<file path="config.mk">
export PLATFORM = sky130hd
export DESIGN_NAME = medidor_de_frecuencia
export DESIGN_NICKNAME = d
export VERILOG_FILES = /design/src/rtl/medidor_de_frecuencia_pkg.sv /design/src/rtl/medidor_de_frecuencia_sincronizador_flanco.sv /design/src/rtl/medidor_de_frecuencia.sv
export SDC_FILE = /design/constraint.sdc
export NUM_CORES = 1
export LEC_CHECK = 0
export ABC_AREA = 1
export ABC_CLOCK_PERIOD_IN_PS = 1950
export CAP_MARGIN = 20
export CORE_UTILIZATION = 35
export CTS_CLUSTER_SIZE = 40
export DETAILED_ROUTE_END_ITERATION = 16
export PLACE_DENSITY = 0.6
export RECOVER_POWER = 50
export SYNTH_ARGS = -nofsm -noshare
export SYNTH_HDL_FRONTEND = slang
export SYNTH_SLANG_ARGS = --single-unit
</file>
<file path="constraint.sdc">
create_clock -name clk -period 1.95 [get_ports clk]
set_clock_uncertainty 0.05 [all_clocks]
set_input_delay 0.39 -clock clk [delete_from_list [all_inputs] [get_ports clk]]
set_output_delay 0.39 -clock clk [all_outputs]
set_load 0.02 [all_outputs]
</file>
<file path="src/rtl/medidor_de_frecuencia_pkg.sv">
`default_nettype none
// +----------------------------------------------------------------------+
// | Module   : medidor_de_frecuencia_pkg                                 |
// | Purpose  : Shared types and constants for the frequency meter and    |
// |            its neighbours on the Nexys 3 top level (FSM encoding,    |
// |            result width, board clock, saturation helper).            |
// | Ports    : none (package)                                            |
// | Revision : 1.0 - initial release                                     |
// +----------------------------------------------------------------------+
package medidor_de_frecuencia_pkg;

  localparam int FREC_W = 8;              // result width, same scale as divider frecnum
  localparam int CNT_W  = FREC_W + 1;     // edge counter: one extra bit to hold 256
  localparam int CLK_HZ = 100_000_000;    // board clock, shared with the divider

  typedef enum logic [1:0] {
    IDLE    = 2'd0,
    MEASURE = 2'd1,
    REPORT  = 2'd2
  } estado_t;

  // The edge counter never goes past 256, so its top bit alone marks overflow.
  function automatic logic [FREC_W-1:0] saturar(input logic [CNT_W-1:0] cuenta);
    return cuenta[FREC_W] ? {FREC_W{1'b1}} : cuenta[FREC_W-1:0];
  endfunction

endpackage
`default_nettype wire

</file>
<file path="src/rtl/medidor_de_frecuencia_sincronizador_flanco.sv">
`default_nettype none
// +----------------------------------------------------------------------+
// | Module   : sincronizador_flanco                                      |
// | Purpose  : 2-FF synchronizer plus rising-edge detector for an        |
// |            asynchronous input (signals, pushbuttons).                |
// | Ports    : clk      - system clock                                   |
// |            reset    - synchronous, active-high reset                 |
// |            async_in - asynchronous input                             |
// |            rise     - one-cycle pulse on a synchronized 0->1 change  |
// | Revision : 1.0 - initial release                                     |
// +----------------------------------------------------------------------+
module sincronizador_flanco (
  input  logic clk,
  input  logic reset,
  input  logic async_in,
  output logic rise
);

  logic s1;
  logic s2;
  logic s3;

  always_ff @(posedge clk) begin
    if (reset) begin
      s1 <= 1'b0;
      s2 <= 1'b0;
      s3 <= 1'b0;
    end else begin
      s1 <= async_in;
      s2 <= s1;
      s3 <= s2;
    end
  end

  // Combinational so the pulse lines up with the cycle s2 first goes high.
  assign rise = s2 & ~s3;

endmodule
`default_nettype wire

</file>
<file path="src/rtl/medidor_de_frecuencia.sv">
`default_nettype none
// +----------------------------------------------------------------------+
// | Module   : medidor_de_frecuencia                                     |
// | Purpose  : Frequency meter. Counts rising edges of sig_in during a   |
// |            gate window of GATE_CYCLES clk cycles and reports the     |
// |            count saturated to 8 bits (kHz at 100 MHz / 1 ms gate).   |
// | Ports    : clk, reset (sync, active-high), start (sampled in IDLE),  |
// |            sig_in (async), busy, valid (1-cycle pulse), frec_out,    |
// |            ovf (only when MEDIDOR_OVF_EN is defined).                |
// | Options  : MEDIDOR_OVF_EN adds the ovf output.                       |
// | Revision : 1.0 - initial release                                     |
// +----------------------------------------------------------------------+
module medidor_de_frecuencia
  import medidor_de_frecuencia_pkg::*;
#(
  parameter int GATE_CYCLES = 100000,
  parameter int GATE_W      = 17
) (
  input  logic              clk,
  input  logic              reset,
  input  logic              start,
  input  logic              sig_in,
  output logic              busy,
  output logic              valid,
  output logic [FREC_W-1:0] frec_out
`ifdef MEDIDOR_OVF_EN
  ,
  output logic              ovf
`endif
);

  localparam logic [GATE_W-1:0] GATE_LAST = GATE_W'(GATE_CYCLES - 1);

  estado_t           state;
  estado_t           state_next;
  logic [GATE_W-1:0] gate_cnt;
  logic [CNT_W-1:0]  edge_cnt;
  logic [CNT_W-1:0]  edge_cnt_next;
  logic              sig_rise;
  logic              gate_done;

  sincronizador_flanco u_sync (
    .clk      (clk),
    .reset    (reset),
    .async_in (sig_in),
    .rise     (sig_rise)
  );

  assign gate_done = (gate_cnt == GATE_LAST);

  // Saturating edge count including the edge of the current cycle, so the
  // last cycle of the window is part of the reported result.
  assign edge_cnt_next = (sig_rise && !edge_cnt[FREC_W]) ? edge_cnt + CNT_W'(1) : edge_cnt;

  always_ff @(posedge clk) begin
    if (reset) state <= IDLE;
    else       state <= state_next;
  end

  always_comb begin
    state_next = state;
    case (state)
      IDLE:    if (start)     state_next = MEASURE;
      MEASURE: if (gate_done) state_next = REPORT;
      REPORT:                 state_next = IDLE;
      default:                state_next = IDLE;
    endcase
  end

  // Outputs are registered and loaded on the MEASURE->REPORT transition, so
  // valid/frec_out are seen during the REPORT cycle while busy is still high.
  always_ff @(posedge clk) begin
    if (reset) begin
      gate_cnt <= '0;
      edge_cnt <= '0;
      busy     <= 1'b0;
      valid    <= 1'b0;
      frec_out <= '0;
`ifdef MEDIDOR_OVF_EN
      ovf      <= 1'b0;
`endif
    end else begin
      valid <= 1'b0;
      case (state)
        IDLE: begin
          if (start) begin
            gate_cnt <= '0;
            edge_cnt <= '0;
            busy     <= 1'b1;
          end
        end
        MEASURE: begin
          gate_cnt <= gate_cnt + GATE_W'(1);
          edge_cnt <= edge_cnt_next;
          if (gate_done) begin
            frec_out <= saturar(edge_cnt_next);
            valid    <= 1'b1;
`ifdef MEDIDOR_OVF_EN
            ovf      <= edge_cnt_next[FREC_W];
`endif
          end
        end
        REPORT: begin
          busy <= 1'b0;
        end
        default: begin
          busy <= 1'b0;
        end
      endcase
    end
  end

endmodule
`default_nettype wire

</file>
# After elaboration in Yosys (flattened, before gate mapping)
# Cells that the tools add are included.
# word_totals
reg_bits	41
latchBits	0
ram_bits	0
romBits	0
mem_count	0
# op_classes
add_sub_neg	2
n_mul	0
div_mod_pow	0
magnitude_cmp	0
n_eq_ne	4
shift	0
n_mux	12
bitwise	3
reduce_logical	9
# ops
cell	n
$pmux 17 s2	1
$mux 9	2
$pmux 9 s2	1
$add 17x1->17 const B	1
$eq 17x17->1 const B	1
$mux 17	1
$add 9x1->9 const B	1
$mux 8	1
$reduce_and 2->1	4
$mux 2	2
$ne 2x2->1 const B	2
$pmux 2 s2	1
$eq 2x1->1 const B	1
$logic_not 2->1	1
$mux 1	2
$not 1->1	2
$pmux 1 s2	1
$reduce_bool 2->1	1
$reduce_or 2->1	1
$and 1x1->1	1
$logic_and 1x1->1	1
$logic_not 1->1	1

# Depth between registers and ports, before layout
# logic_depth
word_depth	5
ltp_mapped	10
depth_no_buf	9

# Modules after synthesis
# A second synthesis with hierarchy kept.
# hier_totals
hier_cells	301
hier_area_um2	2078.2
# by_module_without_submodules
module	instances	cells_each	area_per_inst_um2
medidor_de_frecuencia	1	291	1991.9
sincronizador_flanco	1	10	86.3

# Least setup slack after synthesis
# Ideal clock, no wire load.
# synth_timing
kind	register -> register
from	reg gate_cnt[0]
to	reg frec_out[4]
setup_ns	0.114
t_arrival_ns	1.267
path_slack_ns	0.519
stages_incl_launch_ff	10
n_path_buf	1
period_less_slack_ns	1.431
path_cell_list	dfxtp_1 > ha_1 > nand2_2 > nor2_4 > nand3_2 > nor2_2 > nand2_2 > buf_6 > nor2_1 > nor2_1
# synth_between
elab_chain_cells	2
# synth_lines
element	line_no	source
start, declared	medidor_de_frecuencia.sv:36	logic [GATE_W-1:0] gate_cnt;
start signal, assigned	medidor_de_frecuencia.sv:93	gate_cnt <= gate_cnt + GATE_W'(1);
$eq 17x17->1	medidor_de_frecuencia.sv:49	assign gate_done = (gate_cnt == GATE_LAST);
$reduce_and 2->1 (no line)	n/a	
end signal, assigned	medidor_de_frecuencia.sv:96	frec_out <= saturar(edge_cnt_next);
end, declared	medidor_de_frecuencia.sv:25	output logic [FREC_W-1:0] frec_out
# Every way passes these cells.
# A chain may end at the register's enable or synchronous reset.

# Worst setup path in the final report
# layout_timing
from	reg state[1]
to	reg edge_cnt[1]
# layout_between
elab_chain_cells	3
# layout_lines
element	line_no	source
start, declared	medidor_de_frecuencia.sv:34	estado_t state;
start signal, assigned	medidor_de_frecuencia.sv:57	else state <= state_next;
$eq 2x1->1 / $logic_not 2->1 (equally long branches)	medidor_de_frecuencia.sv:84	case (state)
$reduce_bool 2->1 (no line) / $ne 2x2->1 (equally long branches)	n/a	
$reduce_and 2->1 (no line)	n/a	
end signal, assigned	medidor_de_frecuencia.sv:94	edge_cnt <= edge_cnt_next;
end, declared	medidor_de_frecuencia.sv:37	logic [CNT_W-1:0] edge_cnt;
# Several ways; a longest one is shown, not always the timed one.

==> results.txt <==
Outcome: finished clean
Leakage power: 1.037 nW
Pwr dens: 654.3 nW/um2
Max cap viols: 0
Layout cell share with drive strength beyond 1: 7.242%
Setup crit end kind: flop
Yosys top cell area share: 36.71%
VDD IR max: 0.0002396 V
Leading post-synthesis cells by cell area: dfxtp_1 37%, nand2_1 18%, nor2_1 7.6%, inv_1 7.1%, a21oi_1 4.0%
Cts bufs inserted: 5
CTS resizes: 0
Clock share of power: 41.4%
Final Hold Viols: 0
Fillers: 652
Placed wire-length estimate: 3406 um
CTS Buffer Depth: 2
Cell Area, Synth: 2236 um2
Area of the core: 6026 um2
Area delta synth->final: 11.75%
ANT cells: 0
Global-route wire length before repair: 8728 um
Crit path DAT: 1.90 ns
Fin. max-slew vios: 0
Max Clk Rate: 582.6 MHz
GPL Wtd Cong: 0.7921
Starting density of the core: 37.11%
Drt drc: 0
Largest family of logic cells by synthesized area: simple AND/OR/NAND/NOR gates
RSZ-0062 raised after global routing: false
GRT Util Overall: 16.96%
Rows: 28
Clock sinks: 41
Sum of negative setup slack: 0 ns
Simple-gate share of the synthesized area: 39.79%
Cell count after synthesis: 345
Gate power share: 6.5%
Xor/xnor share of the synthesized area: 1.175%
Share of power burned in registers: 52.2%
Initial antenna violation count: 0
Vias: 2056
Mean Syn Cell Area: 6.481 um2
Post-Route WL: 4835 um
I/O Buffers: 13
CTS tree: done
YS warnings: 0
Most frequent cells in the layout: 109 x nand2_1, 45 x nor2_1, 43 x inv_1
Clk_lat worst skew: 0.29 ns
Clock Tree Root: clkbuf_8
Final Cycle Share: 88.03%
Sequential-to-total area share from yosys stat: 36.71%
Final setup viols: 0
Die ar.: 6712 um2
Switch Pwr: 0.3870 mW
Adder-cell share of the synthesized area: 1.119%
Net Sw Frac: 23.67%
Overflow after GRT: 0
Largest net degree at the start of global routing: 21
Critical path launch point type: flop
Vias in the first global route: 1915
Pint: 1.248 mW
Die H: 81.93 um
Critical Path RT: 2.13 ns
Post-DRT Antenna Nets: 0
Unique masters post-synth: 34
Initial DRT Pass Iterations: 4
Worst-Margin Slew: 0.7453 ns
FF+latch count, synth: 41
Final nets: 365
Final min period: 1.717 ns
DR vias/cell: 4.737
DR iter-0 viols: 134
Clock-pin slew on the worst setup and hold paths: 0.08 ns
Post-synthesis mux area share: 0%
Synth area leader: dfxtp_1
Post-CTS Hold Buffers: 0
Place WS: 0.1548 ns
CP Max Fanout: 16
Syn_nets: 351
WL per Instance: 11.14 um
CTS H-tree lvls: 2
Core Util, Final: 41.47%
Most common cell after layout, fill and taps aside: nand2_1
Critical path class: flop to flop
Die width: 81.93 um
Post-route setup slack: 0.2335 ns
Relative slew slack: 50.31%
Hold WC Path Type: flop to flop
Post-CTS setup buffers: 0
# IOs: 14
Post-synthesis compound-gate area fraction: 9.849%
## worst paths after layout
| kind | start | end | slack, ns | cells past startpoint |
|---|---|---|---|---|
| hold reg to reg | u_sync.s1 | u_sync.s2 | 0.36 | 2 |
| hold / removal | u_sync.s1 | u_sync.s2 | 0.36 | 2 |
| setup reg to reg | state[1] | edge_cnt[1] | 0.23 | 8 |
| setup / recovery | state[1] | edge_cnt[1] | 0.23 | 8 |
## power by group through the flow
stage	Sequential [mW]	Clock, mW	Combinational [mW]
detailed placement	0.873	0	0.112
finish	0.853	0.676	0.105
global placement	0.873	0	0.112
global route	0.856	0.729	0.120
CTS	0.853	0.697	0.113
floorplan	0.874	0	0.0812
## per-layer routing
| metal | vias to the layer above | share of wire, % | global-route usage, % | wire, um |
|---|---|---|---|---|
| met5 | - | 0 | 0 | 0 |
| met4 | 0 | 1.6 | 5.263 | 75 |
| met3 | 7 | 4.0 | 3.667 | 192 |
| met2 | 41 | 42 | 26.20 | 2039 |
| met1 | 886 | 52 | 23.32 | 2528 |
| li1 | 1122 | - | - | - |
## critical path, cell delays in order, from the launching register on
cell,delay (ns)
dfxtp_1,0.40
inv_1,0.12
nand2_2,0.18
inv_2,0.15
nor2_4,0.38
inv_2,0.08
o22ai_1,0.16
inv_1,0.05
nor2_1,0.07
## Yosys cell counts, drive strengths merged
master and instances:
nand2 112, nor2 51, inv 47, dfxtp 41
nand3 20, a21oi 19, nor3 10, nand4 8
o21ai 8, buf 7, o22ai 4, clkbuf 3
xor2 3, ha 2, a211oi 1, a21boi 1
a22oi 1, nand3b 1, nor3b 1, nor4 1
o2111ai 1, o211ai 1, o21bai 1, o311a 1
## through the flow
step / cells / power, mW / hold WS [ns] / instance area, um2
after global routing: 434 / 1.705 / 0.3985 / 2499
after floorplan: 345 / 0.9556 / 0.3383 / 2236
after global placement: 427 / 0.9846 / 0.3432 / 2412
final: 434 / 1.635 / 0.3593 / 2499
after detailed placement: 427 / 0.9858 / 0.3530 / 2412
after CTS: 434 / 1.663 / 0.3648 / 2516
## sequential cells by signal, summed over array words and instances, names as in the netlist
name	flops
edge_cnt	9
state	2
valid	1
u_sync.s2	1
frec_out	8
u_sync.s1	1
busy	1
u_sync.s3	1
gate_cnt	17
## layout make-up
| cell class | instances | area (um2) | area share, % |
|---|---|---|---|
| well taps | 75 | 93.84 | 3.756 |
| clock inverters | 2 | 35.03 | 1.402 |
| multi-input cells | 247 | 1152 | 46.12 |
| clock buffers | 5 | 68.82 | 2.754 |
| flip-flops and latches | 41 | 820.8 | 32.85 |
| inverters | 47 | 176.4 | 7.061 |
| repair buffers | 17 | 151.4 | 6.059 |
## cell families (layout without fill, tap and decap cells)
| group | after synthesis | after routing |
|---|---|---|
| flip-flops | 41 | 41 |
| AO/OA/AOI/OAI | 38 | 38 |
| buffers and inverters | 57 | 71 |
| XOR/XNOR | 3 | 3 |
| adder cells (fa/ha/maj) | 2 | 2 |
| AND/OR/NAND/NOR | 204 | 204 |
Note: power is estimated with default switching activity, not from simulation.
